<file path="src/rtl/vfu_response_return.sv">
// Demultiplexes tagged VFU responses into per-slot FIFOs with credit-gated issue; results appear one cycle after push.
// The VFU is never stalled: credits keep the FIFOs from overflowing, and each slot is drained by its own valid/ready handshake.
module vfu_rr_fifo #(
  parameter int W     = 34,
  parameter int DEPTH = 2,
  parameter int CW    = 2
) (
  input  logic          clock,
  input  logic          reset,
  input  logic          push,
  input  logic [W-1:0]  push_data,
  input  logic          pop,
  output logic [W-1:0]  head,
  output logic [CW-1:0] count
);
  localparam int PW = (DEPTH > 1) ? $clog2(DEPTH) : 1;

  logic [W-1:0]  mem [DEPTH];
  logic [PW-1:0] wr_ptr;
  logic [PW-1:0] rd_ptr;

  function automatic logic [PW-1:0] next_ptr(input logic [PW-1:0] p);
    return (p == PW'(DEPTH - 1)) ? '0 : p + PW'(1);
  endfunction

  always_ff @(posedge clock) begin
    if (reset) begin
      wr_ptr <= '0;
      rd_ptr <= '0;
      count  <= '0;
    end else begin
      if (push) wr_ptr <= next_ptr(wr_ptr);
      if (pop)  rd_ptr <= next_ptr(rd_ptr);
      count <= count + CW'(push) - CW'(pop);
    end
  end

  always_ff @(posedge clock) begin
    if (push) mem[wr_ptr] <= push_data;
  end

  assign head = mem[rd_ptr];
endmodule

module vfu_response_return #(
  parameter int NUM_SLOTS = 4,
  parameter int TAG_W     = 2,
  parameter int DATA_W    = 32,
  parameter int DEPTH     = 2
) (
  input  logic                   clock,
  input  logic                   reset,
  input  logic                   issue_valid,
  input  logic [TAG_W-1:0]       issue_tag,
  output logic [NUM_SLOTS-1:0]   slot_can_issue,
  input  logic                   resp_valid,
  input  logic [TAG_W-1:0]       resp_tag,
  input  logic [DATA_W-1:0]      resp_data,
  input  logic [1:0]             resp_executeIndex,
  output logic [NUM_SLOTS-1:0]   out_valid,
  input  logic [NUM_SLOTS-1:0]   out_ready,
  output logic [NUM_SLOTS*DATA_W-1:0] out_data,
  output logic [NUM_SLOTS*2-1:0] out_executeIndex,
  output logic                   err
);
  localparam int CW = $clog2(DEPTH + 1);
  localparam logic [CW-1:0] FULL = CW'(DEPTH);

  logic [NUM_SLOTS-1:0] err_set;

  for (genvar i = 0; i < NUM_SLOTS; i++) begin : gen_slot
    logic [CW-1:0]       cnt;
    logic [CW-1:0]       occ;
    logic [DATA_W+1:0]   head;
    logic                issue_hit;
    logic                resp_hit;
    logic                pop;
    logic                push;
    logic                has_inflight;
    logic                issue_bad;
    logic                resp_bad;

    assign issue_hit    = issue_valid && (issue_tag == TAG_W'(i));
    assign resp_hit     = resp_valid && (resp_tag == TAG_W'(i));
    assign pop          = out_valid[i] && out_ready[i];
    assign has_inflight = cnt > occ;
    // A concurrent pop frees the entry this push takes, so a full FIFO can still accept.
    assign push         = resp_hit && has_inflight && ((occ != FULL) || pop);
    // Issuing at full credit is only legal when a pop returns a credit in the same cycle.
    assign issue_bad    = issue_hit && (cnt == FULL) && !pop;
    assign resp_bad     = resp_hit && !push;
    assign err_set[i]   = issue_bad || resp_bad;

    always_ff @(posedge clock) begin
      if (reset) begin
        cnt <= '0;
      end else if (issue_hit && !pop && (cnt != FULL)) begin
        cnt <= cnt + CW'(1);
      end else if (pop && !issue_hit) begin
        cnt <= cnt - CW'(1);
      end
    end

    vfu_rr_fifo #(
      .W     (DATA_W + 2),
      .DEPTH (DEPTH),
      .CW    (CW)
    ) u_fifo (
      .clock     (clock),
      .reset     (reset),
      .push      (push),
      .push_data ({resp_data, resp_executeIndex}),
      .pop       (pop),
      .head      (head),
      .count     (occ)
    );

    assign slot_can_issue[i]            = (cnt != FULL);
    assign out_valid[i]                 = (occ != '0);
    assign out_data[i*DATA_W +: DATA_W] = head[DATA_W+1:2];
    assign out_executeIndex[2*i +: 2]   = head[1:0];

`ifndef SYNTHESIS
    always_ff @(posedge clock) begin
      if (!reset) begin
        assert (!issue_bad);
        assert (!(resp_hit && has_inflight && !push));
      end
    end
`endif
  end

  always_ff @(posedge clock) begin
    if (reset) begin
      err <= 1'b0;
    end else if (|err_set) begin
      err <= 1'b1;
    end
  end
endmodule

</file>
<file path="config.mk">
export PLATFORM = sky130hd
export DESIGN_NAME = vfu_response_return
export DESIGN_NICKNAME = d
export VERILOG_FILES = /design/src/rtl/vfu_response_return.sv
export SDC_FILE = /design/constraint.sdc
export NUM_CORES = 1
export LEC_CHECK = 0
export BUFFER_PORTS_ARGS = -buffer_cell sky130_fd_sc_hd__buf_2
export CORE_MARGIN = 3
export CORE_UTILIZATION = 59
export CTS_CLUSTER_DIAMETER = 50
export DETAILED_ROUTE_END_ITERATION = 16
export PLACE_DENSITY = 0.83
export SLEW_MARGIN = 40
export SYNTH_ARGS = -nofsm -noshare
export SYNTH_HDL_FRONTEND = slang
export SYNTH_SLANG_ARGS = --single-unit
</file>
<file path="constraint.sdc">
create_clock -name clock -period 5 [get_ports clock]
set_clock_uncertainty 0.1 [all_clocks]
set_input_delay 0.25 -clock clock [delete_from_list [all_inputs] [get_ports clock]]
set_output_delay 0.25 -clock clock [all_outputs]
set_load 0.02 [all_outputs]
</file>
## After elaboration in Yosys (flattened, before gate mapping)

Memory sizes are Yosys's and may differ from the RTL's. A register that Yosys moved wholly into a read port is not among the register bits.
Cells that the tools add are included.

| storage, ports and cells | value |
|---|---|
| flip-flop bits (word level) | 25 |
| latch bits | 0 |
| RAM bits | 272 |
| bits in read-only memories | 0 |
| bits of input ports | 46 |
| output and inout port bits | 145 |
| logic and storage cells | 174 |
| memories kept | 4 |

Memory list:

| name | depth | bits a word | rd ports | clocked after memory_dff | wr ports | RTL line | source |
|---|---|---|---|---|---|---|---|
| gen_slot[0].u_fifo.mem | 2 | 34 | 1 | 1 | 1 | 18 | `logic [W-1:0] mem [DEPTH];` |
| gen_slot[1].u_fifo.mem | 2 | 34 | 1 | 1 | 1 | 18 |  |
| gen_slot[2].u_fifo.mem | 2 | 34 | 1 | 1 | 1 | 18 |  |
| gen_slot[3].u_fifo.mem | 2 | 34 | 1 | 1 | 1 | 18 |  |

| cells by class | value |
|---|---|
| add/subtract/negate cells | 24 |
| multipliers | 0 |
| divide/modulo/power cells | 0 |
| $lt $le $gt $ge | 4 |
| equal/unequal tests | 18 |
| shift operators | 0 |
| multiplexer cells | 32 |
| bitwise gates (word level) | 0 |
| reductions and logical operators | 75 |

Operator list:

| operator | count |
|---|---|
| logical AND 1 bit | 44 |
| two-way mux 1 bit | 24 |
| equality test 2 bit, second input constant | 8 |
| two-way mux 2 bit | 8 |
| inequality test 2 bit, second input constant | 8 |
| nonzero test 2 bit | 8 |
| logical NOT 1 bit | 12 |
| adder 1 bit, second input constant | 8 |
| adder 2 x 1 -> 2 bit | 4 |
| adder 2 x 1 -> 2 bit, second input constant | 4 |
| greater-than comparator 2 bit | 4 |
| logical OR 1 bit | 8 |
| subtractor 2 x 1 -> 2 bit | 4 |
| subtractor 2 x 1 -> 2 bit, second input constant | 4 |
| equality test 2 x 1 -> 1 bit, second input constant | 2 |
| logical NOT 2 bit | 2 |
| OR reduction 4 bit | 1 |

## Depth between registers and ports, before layout

Gate-level depths: netlist of run 1.

| logic depth | value |
|---|---|
| word-level depth | 8 |
| depth in mapped cells | 9 |
| mapped depth without buffers | 9 |

## Hierarchy

A second synthesis of run 1 with hierarchy kept.

| second synthesis, totals | value |
|---|---|
| cell total of the unflattened synthesis | 623 |
| area, all modules | 12213.0 µm² |

By module, submodules not included:

| module | times used | cells an instance | area each (µm²) | seq. area each (µm²) |
|---|---|---|---|---|
| vfu_rr_fifo | 4 | 125 | 2815.2 | 2142.1 |
| vfu_response_return | 1 | 123 | 952.2 | 180.2 |

## Worst setup path before layout of run 1

No wires, ideal clock.

| timing | value |
|---|---|
| path kind | register -> register |
| from | reg gen_slot[2].u_fifo.count[1] |
| to | mem gen_slot[2].u_fifo.mem[0][0] (enable) |
| library setup time | 429 ps |
| data arrival time | 2651 ps |
| path slack | 1819 ps |
| stages on the path, launching flop included | 6 |
| path buffers | 0 |
| period minus slack after synthesis | 3181 ps |
| cell sequence | dfxtp_1 inv_1 ha_1 nor2b_1 o2111a_1 nor2b_1 |

| between the ends | value |
|---|---|
| word-level cells in the longest chain between the ends | 6 |
| elaborated cells on any way between the ends | 9 |
| classes of those cells | order compare (1); eq/ne (1); mux (2); reduce/logical (5) |

Ends and longest elaborated chain:

| what | RTL line | source |
|---|---|---|
| start: declaration | 14 | `output logic [CW-1:0] count` |
| start signal: assignment | 34 | `count <= count + CW'(push) - CW'(pop);` |
| parallel branches: the longest is 3 deep, another holds greater-than comparator 2 bit | -- |  |
| logical AND 1 bit * | 88 | `assign push = resp_hit && has_inflight && ((occ != FULL) \|\| pop);` |
| net gen_slot[2].push | 78 | `logic push;` |
| two-way mux 1 bit * | 39 | `if (push) mem[wr_ptr] <= push_data;` |
| two-way mux 1 bit (implied by the code) * | 39 |  |
| end: declaration | 18 |  |

Mark *: on every way through the listed nets, which the timed path passes.

## Worst setup path in the final report of run 1

| timing | value |
|---|---|
| from | reg gen_slot[2].u_fifo.count[1] |
| to | mem gen_slot[2].u_fifo.mem[0][7] (enable) |

The elaborated chain is that of the path after synthesis.

==> results of run 1 <==
==> sequential cells by signal (all words and copies together) (netlist names), named ones only <==
register,flops
gen_slot.u_fifo.rd_ptr,4
gen_slot.u_fifo.wr_ptr,4
gen_slot.u_fifo.count,8
err,1
gen_slot.cnt,8
gen_slot.u_fifo.mem,272
==> worst max-delay path by stage <==
stage / cells past startpoint / slack [ns] / to / startpoint
after global placement: 5 / 2.45 / gen_slot[2].u_fifo.mem[0][10] / gen_slot[2].u_fifo.count[1]
after CTS: 6 / 2.36 / gen_slot[0].u_fifo.mem[1][17] / gen_slot[0].u_fifo.count[1]
after global routing: 6 / 2.34 / gen_slot[2].u_fifo.mem[0][3] / gen_slot[2].u_fifo.count[1]
after floorplan: 5 / 1.82 / gen_slot[2].u_fifo.mem[0][0] / gen_slot[2].u_fifo.count[1]
after detailed placement: 6 / 2.36 / gen_slot[0].u_fifo.mem[1][6] / gen_slot[0].u_fifo.count[1]
final: 6 / 2.42 / gen_slot[2].u_fifo.mem[0][7] / gen_slot[2].u_fifo.count[1]
==> routing by layer <==
metal,GRT usage [%],up-vias
met5,0,-
met4,7.24,0
met3,4.52,49
met2,40.8,281
met1,31.4,3269
li1,-,2881
==> layout by cell type (no fill, tap or decap), types with 4 or more instances in the layout <==
cell / count
edfxtp_1: 272
buf_2: 190
mux2_2: 136
dlygate4sd3_1: 34
clkbuf_16: 29
dfxtp_1: 25
nor2_1: 22
inv_1: 21
xnor2_1: 17
ha_1: 16
nand2_1: 10
nor2b_1: 8
nor3_1: 8
clkinv_1: 7
clkbuf_1: 7
clkinv_2: 5
or3b_1: 4
and3b_1: 4
nor3b_1: 4
and2_4: 4
xor2_1: 4
o211ai_1: 4
dfxtp_4: 4
buf_16: 4
==> what timing repair did <==
item                                   4_1_cts  5_1_grt
setup endpoints to repair                    0        0
hold buffers                                34        0
endpoints found under the hold margin      272        0
==> kinds of logic after synthesis <==
group | Yosys count
compound gates | 27
flops | 301
buf+inv | 44
fa+ha+maj | 16
simple gates | 83
xor+xnor | 21
mux | 137
==> power groups by stage <==
stage / sequential [mW] / clock [mW] / combinational (mW)
after global placement: 3.28 / 0 / 1.84
final: 3.26 / 2.07 / 1.99
after floorplan: 3.10 / 0 / 1.45
after CTS: 3.26 / 2.09 / 2.00
after detailed placement: 3.30 / 0 / 1.95
after global routing: 3.29 / 2.21 / 2.12
==> critical path: cells and delay by family, from the launching register on <==
family / cells / cell delay (ns)
flip-flops: 1 / 0.37
adder cells (fa/ha/maj): 1 / 0.32
AND/OR/NAND/NOR: 2 / 0.81
AO/OA/AOI/OAI: 1 / 0.31
buffers and inverters: 2 / 0.34
==> final cells by class <==
type                    count  area (um2)
well taps                 260         325
multi-input cells         284        2650
inverters                  22        82.6
clock inverters            18         145
fillers                  1020        4800
clock buffers              36         752
flip-flops and latches    301        8760
repair buffers            230        1430
==> summary.txt, run 1 <==
Power and ir drop
  • Comb power frac: 27.2%
  • Reg power frac: 44.5%
  • Switching share of power: 31.7%
  • Leakage: 5.12 nW
  • Tot Pwr: 7.33 mW
  • Worst vdd ir: 295 uV
  • Cell Pwr Density: 518 nW/um2
  • Pint: 5.00 mW
  • Clock share of power: 28.3%
  • Sw Pwr: 2.33 mW

Route
  • Antenna viol nets, final: 0
  • Met3 wire len: 1.73 mm
  • DR vias: 6,480
  • Post-DR wirelength/cell: 22.4 um
  • Wl on met1: 10.4 mm
  • Met2 wire length: 13.0 mm
  • Final wirelength: 25.7 mm
  • DRT iter0 DRCs: 430
  • DRC: 0
  • Routed vias/inst: 5.63
  • DR top layer: met4
  • Drt pass-1 iters: 5

Floorplanning
  • # rows: 50
  • Core area: 19,000 um2
  • Io pins: 191
  • Die Ht: 146 um
  • Die Span X: 146 um
  • Initial core utilization: 61.0%
  • Die Area: 21,300 um2

Worst hold path
  • Hold Path Origin: out_ready[2]
  • Number of cells on the worst hold path: 4
  • Hold path endpoint: gen_slot[2].cnt[0]
  • Min-Delay Path Class: in -> reg

Clocking
  • Max Root-Sink Buffers: 3
  • PostCTS Resize Cnt: 0
  • Clk_lat worst skew: 0.54 ns
  • Sink Count: 301
  • Reg clk slew, reported paths: 0.06 ns
  • CTS tree: yes
  • CTS Buf Count: 29
  • Setup bufs post-CTS: 0
  • H-tree levels: 1
  • Root Driver: clkbuf_16

Synthesis
  • Compound-cell area share of the yosys netlist: 1.80%
  • Post-Synth XOR/XNOR Area: 1.59%
  • Share of synthesized registers carrying an async set or reset: 0%
  • Post-synthesis sequential area ratio: 75.7%
  • Synth area leader: edfxtp_1
  • Syn nets: 691
  • Post-Synthesis Cell Area: 11,600 um2
  • Post-synth top area share: 70.6%
  • Dominant synthesized flop cell: edfxtp_1
  • Synth top cells by count: 272 x edfxtp_1, 136 x mux2_2, 29 x dfxtp_1
  • Synth Area in Simple Gates: 4.13%
  • EDFF count, synth: 272
  • Cell count after synthesis: 629
  • Synth Area in Adders: 1.73%
  • Synth area leaders: edfxtp_1 71%, mux2_2 13%, dfxtp_1 5.0%, ha_1 1.7%, xnor2_1 1.3%
  • Mean Syn Cell Area: 18.4 um2
  • Most frequent cell after synthesis: edfxtp_1
  • Ys Warns: 0
  • Yosys cell types: 43
  • Main combinational cell family by area after synthesis: multiplexers
  • Multiplexer share of the synthesized area: 13.3%
  • FF+latch count, synth: 301

Placement
  • Placement Setup Slack: 2.36 ns
  • Gp weighted congestion: 0.759
  • Post-DP HPWL: 15.8 mm
  • Placed insts: 1,063
  • Placed inst area: 12,900 um2
  • IO buf count: 190

Timing
  • Max Freq: 387 MHz
  • Period minus WS final: 2.58 ns
  • Post-route clock period utilization: 51.6%
  • WHS: 0.0525 ns
  • Slew Limit Headroom: 58.0%
  • RSZ-0062 raised after global routing: no
  • Final WS setup: 2.42 ns
  • Hold Vio Cnt, Final: 0
  • Worst-margin pin slew: 0.629 ns
  • Final setup violation count: 0
  • Final TNS setup: 0 ns
  • Slew Limit Fails: 0

Global route
  • Number of global-route vias before repair: 6,828
  • Antenna violations before repair: 0
  • Grt total ovfl: 0
  • Largest net degree at the start of global routing: 35
  • First-pass GRT wire length: 39.1 mm
  • GR Util All Layers: 23.8%

Job
  • Max-cap violations: 0

Setup path
  • Largest stage delay on the critical path: 0.58 ns
  • CP startpoint kind: register
  • R2R cell count: 6
  • Critical Path Fanout Max: 18
  • Crit. End Element: register
  • Slowest-stage cell, CP: nor2b_4
  • Crit path kind: reg -> reg
  • Worst r2r src: gen_slot[2].u_fifo.count[1]
  • Reg2Reg Setup Slack: 2.42 ns
  • Critical path arrival: 2.72 ns
  • Worst-path cell chain: inv_1 -> ha_1 -> nor2b_1 -> o2111a_1 -> nor2b_4 -> buf_16
  • Worst r2r dst: gen_slot[2].u_fifo.mem[0][7]
  • Critical Path RT: 5.14 ns

Layout
  • NumNets Final: 930
  • Final core occ: 74.7%
  • Layout area overhead: 22.4%
  • Design area: 14,200 um2
  • Post-Layout Cell Count: 1,151
  • Share of layout cells above drive strength 1: 44.1%
  • Antenna Cells: 0

Run status
  • Status: finished clean
Power figures use the tool's default switching activity.
==> run 2, diff against run 1 <==
--- a/config.mk
+++ b/config.mk
@@ -7,10 +7,10 @@
 export LEC_CHECK = 0
 export BUFFER_PORTS_ARGS = -buffer_cell sky130_fd_sc_hd__buf_2
 export CORE_MARGIN = 3
-export CORE_UTILIZATION = 59
+export CORE_UTILIZATION = 56
 export CTS_CLUSTER_DIAMETER = 50
 export DETAILED_ROUTE_END_ITERATION = 16
-export PLACE_DENSITY = 0.83
+export PLACE_DENSITY = 0.79
 export SLEW_MARGIN = 40
 export SYNTH_ARGS = -nofsm -noshare
 export SYNTH_HDL_FRONTEND = slang
==> constraint.sdc (replaced) <==
create_clock -name clock -period 2.69 [get_ports clock]
set_clock_uncertainty 0.1 [all_clocks]
set_input_delay 0.1345 -clock clock [delete_from_list [all_inputs] [get_ports clock]]
set_output_delay 0.1345 -clock clock [all_outputs]
set_load 0.02 [all_outputs]
==> run 2 against run 1 <==
Against the previous run:
- critical path depth down 3
- die area up 5.1%
- wire length decreased by 4.8%
- register-to-register slack got worse by 2.0 ns
- worst hold slack worse by 0.020 ns
- cell area is 1.4% higher
- sequential cell count unchanged
- clock power up 98%
- global-route usage decreased by 2.1 points
- sequential power up 79%
- worst setup slack lost 2.1 ns
==> summary.txt, run 2 (synthesis gave the netlist of run 1 again) <==
Run status
  • Status: finished clean (unchanged)

Clocking
  • Sink Count: 301 (unchanged)
  • Max Root-Sink Buffers: 3 (unchanged)
  • CTS Buf Count: 31 (was 29)
  • CTS tree: yes (unchanged)
  • Clk_lat worst skew: 0.54 ns (about the same)
  • PostCTS Resize Cnt: 0 (unchanged)
  • H-tree levels: 1 (unchanged)
  • Root Driver: clkbuf_16 (unchanged)
  • Reg clk slew, reported paths: 0.06 ns (about the same)

Timing
  • Final WS setup: 0.354 ns (was 2.42 ns)
  • WHS: 0.0325 ns (was 0.0525 ns)
  • Period minus WS final: 2.34 ns
  • Hold Vio Cnt, Final: 0 (unchanged)
  • RSZ-0062 raised after global routing: no (unchanged)
  • Post-route clock period utilization: 86.8%
  • Final setup violation count: 0 (unchanged)
  • Final TNS setup: 0 ns (unchanged)
  • Slew Limit Headroom: 57.8% (was 58.0%)
  • Max Freq: 428 MHz
  • Slew Limit Fails: 0 (unchanged)
  • Worst-margin pin slew: 0.633 ns (was 0.629 ns)

Global route
  • Met1 Use GR: 28.2% (was 31.4%)
  • GR Util All Layers: 21.7% (was 23.8%)
  • Largest net degree at the start of global routing: 35 (unchanged)
  • Grt total ovfl: 0 (unchanged)
  • First-pass GRT wire length: 37.2 mm (was 39.1 mm)
  • Number of global-route vias before repair: 6,852 (was 6,828)
  • Met3 Track Usage GR: 3.73% (was 4.52%)
  • Met2 Track Usage GR: 38.0% (was 40.8%)
  • Global route hottest layer: met2 (unchanged)
  • Antenna violations before repair: 0 (unchanged)

Route
  • Antenna viol nets, final: 0 (unchanged)
  • Post-DR wirelength/cell: 20.8 um (was 22.4 um)
  • Routed vias/inst: 5.46 (was 5.63)
  • DRC: 0 (unchanged)
  • DR vias: 6,436 (was 6,480)
  • Drt pass-1 iters: 5 (unchanged)
  • Final wirelength: 24.5 mm (was 25.7 mm)
  • DRT iter0 DRCs: 413 (was 430)

Power and ir drop
  • Cell Pwr Density: 965 nW/um2 (was 518 nW/um2)
  • Tot Pwr: 13.9 mW (was 7.33 mW)
  • Sw Pwr: 4.28 mW (was 2.33 mW)
  • Comb power frac: 28.2% (was 27.2%)
  • Worst vdd ir: 582 uV (was 295 uV)
  • Pint: 9.57 mW (was 5.00 mW)
  • Clock share of power: 29.6% (was 28.3%)
  • Leakage: 5.23 nW (was 5.12 nW)
  • Switching share of power: 30.9% (was 31.7%)
  • Reg power frac: 42.2% (was 44.5%)

Layout
  • FILL cells: 1,167 (was 1,020)
  • Commonest non-fill, non-tap cell in the layout: edfxtp_1 (unchanged)
  • NumNets Final: 950 (was 930)
  • Largest register FFs: 272 (unchanged)
  • Post-Layout Cell Count: 1,178 (was 1,151)
  • Most flops, register: gen_slot.u_fifo.mem (unchanged)
  • Most frequent cells in the layout: 272 x edfxtp_1, 190 x buf_2, 136 x mux2_2 (unchanged)
  • Share of layout cells above drive strength 1: 44.5% (was 44.1%)
  • Largest regs: gen_slot.u_fifo.mem x272, gen_slot.cnt x8, gen_slot.u_fifo.count x8 (unchanged)
  • Antenna Cells: 0 (unchanged)
  • Layout area overhead: 24.1% (was 22.4%)

Job
  • Max-cap violations: 0 (unchanged)

Floorplanning
  • Die Area: 22,400 um2 (was 21,300 um2)
  • Die Span X: 150 um (was 146 um)
  • Core area: 19,800 um2 (was 19,000 um2)
  • Die Ht: 150 um (was 146 um)
  • Io pins: 191 (unchanged)
  • Initial core utilization: 58.3% (was 61.0%)
  • # rows: 51 (was 50)

Setup path
  • Critical Path Fanout Max: 18 (unchanged)
  • Slowest-stage cell, CP: dfxtp_2 (was nor2b_4)
  • Crit. End Element: output port (was register)
  • Reg2Reg Setup Slack: 0.43 ns (was 2.42 ns)
  • Critical path arrival: 2.10 ns (was 2.72 ns)
  • CP startpoint kind: register (unchanged)
  • Worst-path cell chain: buf_4 -> mux2_2 -> buf_2 (was inv_1 -> ha_1 -> nor2b_1 -> o2111a_1 -> nor2b_4 -> buf_16)
  • Largest stage delay on the critical path: 0.64 ns (was 0.58 ns)
  • Crit path kind: reg -> out (was reg -> reg)
  • Critical Path RT: 2.46 ns (was 5.14 ns)

Placement
  • IO buf count: 190 (unchanged)
  • Post-DP HPWL: 15.9 mm (was 15.8 mm)
  • Placement Setup Slack: 0.226 ns (was 2.36 ns)
  • Gp weighted congestion: 0.814 (was 0.759)
  • Placed insts: 1,078 (was 1,063)

Worst hold path
  • Min-Delay Path Class: in -> reg (unchanged)
## run 2: per-stage QoR
stage	utilization (%)	area [um2]
after floorplan	-	11600
after global placement	65.2	12900
after detailed placement	65.2	12900
after CTS	72.3	14300
after global routing	72.3	14400
final	72.3	14400
## run 2: worst max-delay path, delay by kind of cell (launching register included)
kind / cells / cell delay, ns
flops: 1 / 0.64
buf+inv: 2 / 0.54
mux: 1 / 0.38
## run 2: worst paths after layout
| path | startpoint | to | cells after the start |
|---|---|---|---|
| hold reg to reg | gen_slot[0].u_fifo.rd_ptr | register | 2 |
| setup / recovery | register | out_data[85] | 3 |
| hold / removal | issue_valid | gen_slot[3].cnt[0] | 4 |
| setup reg to reg | gen_slot[0].u_fifo.count[1] | gen_slot[0].u_fifo.mem[1][18] | 6 |
## run 2: routing by layer
layer  vias to the layer above  routed length (um)
met5                         -                   0
met4                         0                 529
met3                        42                1940
met2                       274               12400
met1                      3195                9680
li1                       2925                   -
## run 2: layout make-up
cell class | count | area, um2 | area share, %
inverter | 22 | 82.6 | 0.575
clock buffer | 39 | 806 | 5.62
clock inverter | 19 | 185 | 1.29
tap | 265 | 332 | 2.31
sequential | 301 | 8750 | 61.0
timing repair buffer | 248 | 1540 | 10.7
multi-input combinational | 284 | 2650 | 18.5
## run 2: what timing repair did
action	in CTS	in global routing
setup endpoints to repair	0	0
setup buffers	0	0
hold buffers	42	0
endpoints found under the hold margin	292	0
## run 2: power by group through the flow
stage / clock [mW] / combinational (mW) / sequential [mW]
after floorplan: 0 / 2.69 / 5.76
after global placement: 0 / 3.73 / 5.91
after detailed placement: 0 / 3.85 / 5.95
after CTS: 4.16 / 3.94 / 5.86
after global routing: 4.36 / 4.18 / 5.90
final: 4.10 / 3.91 / 5.85
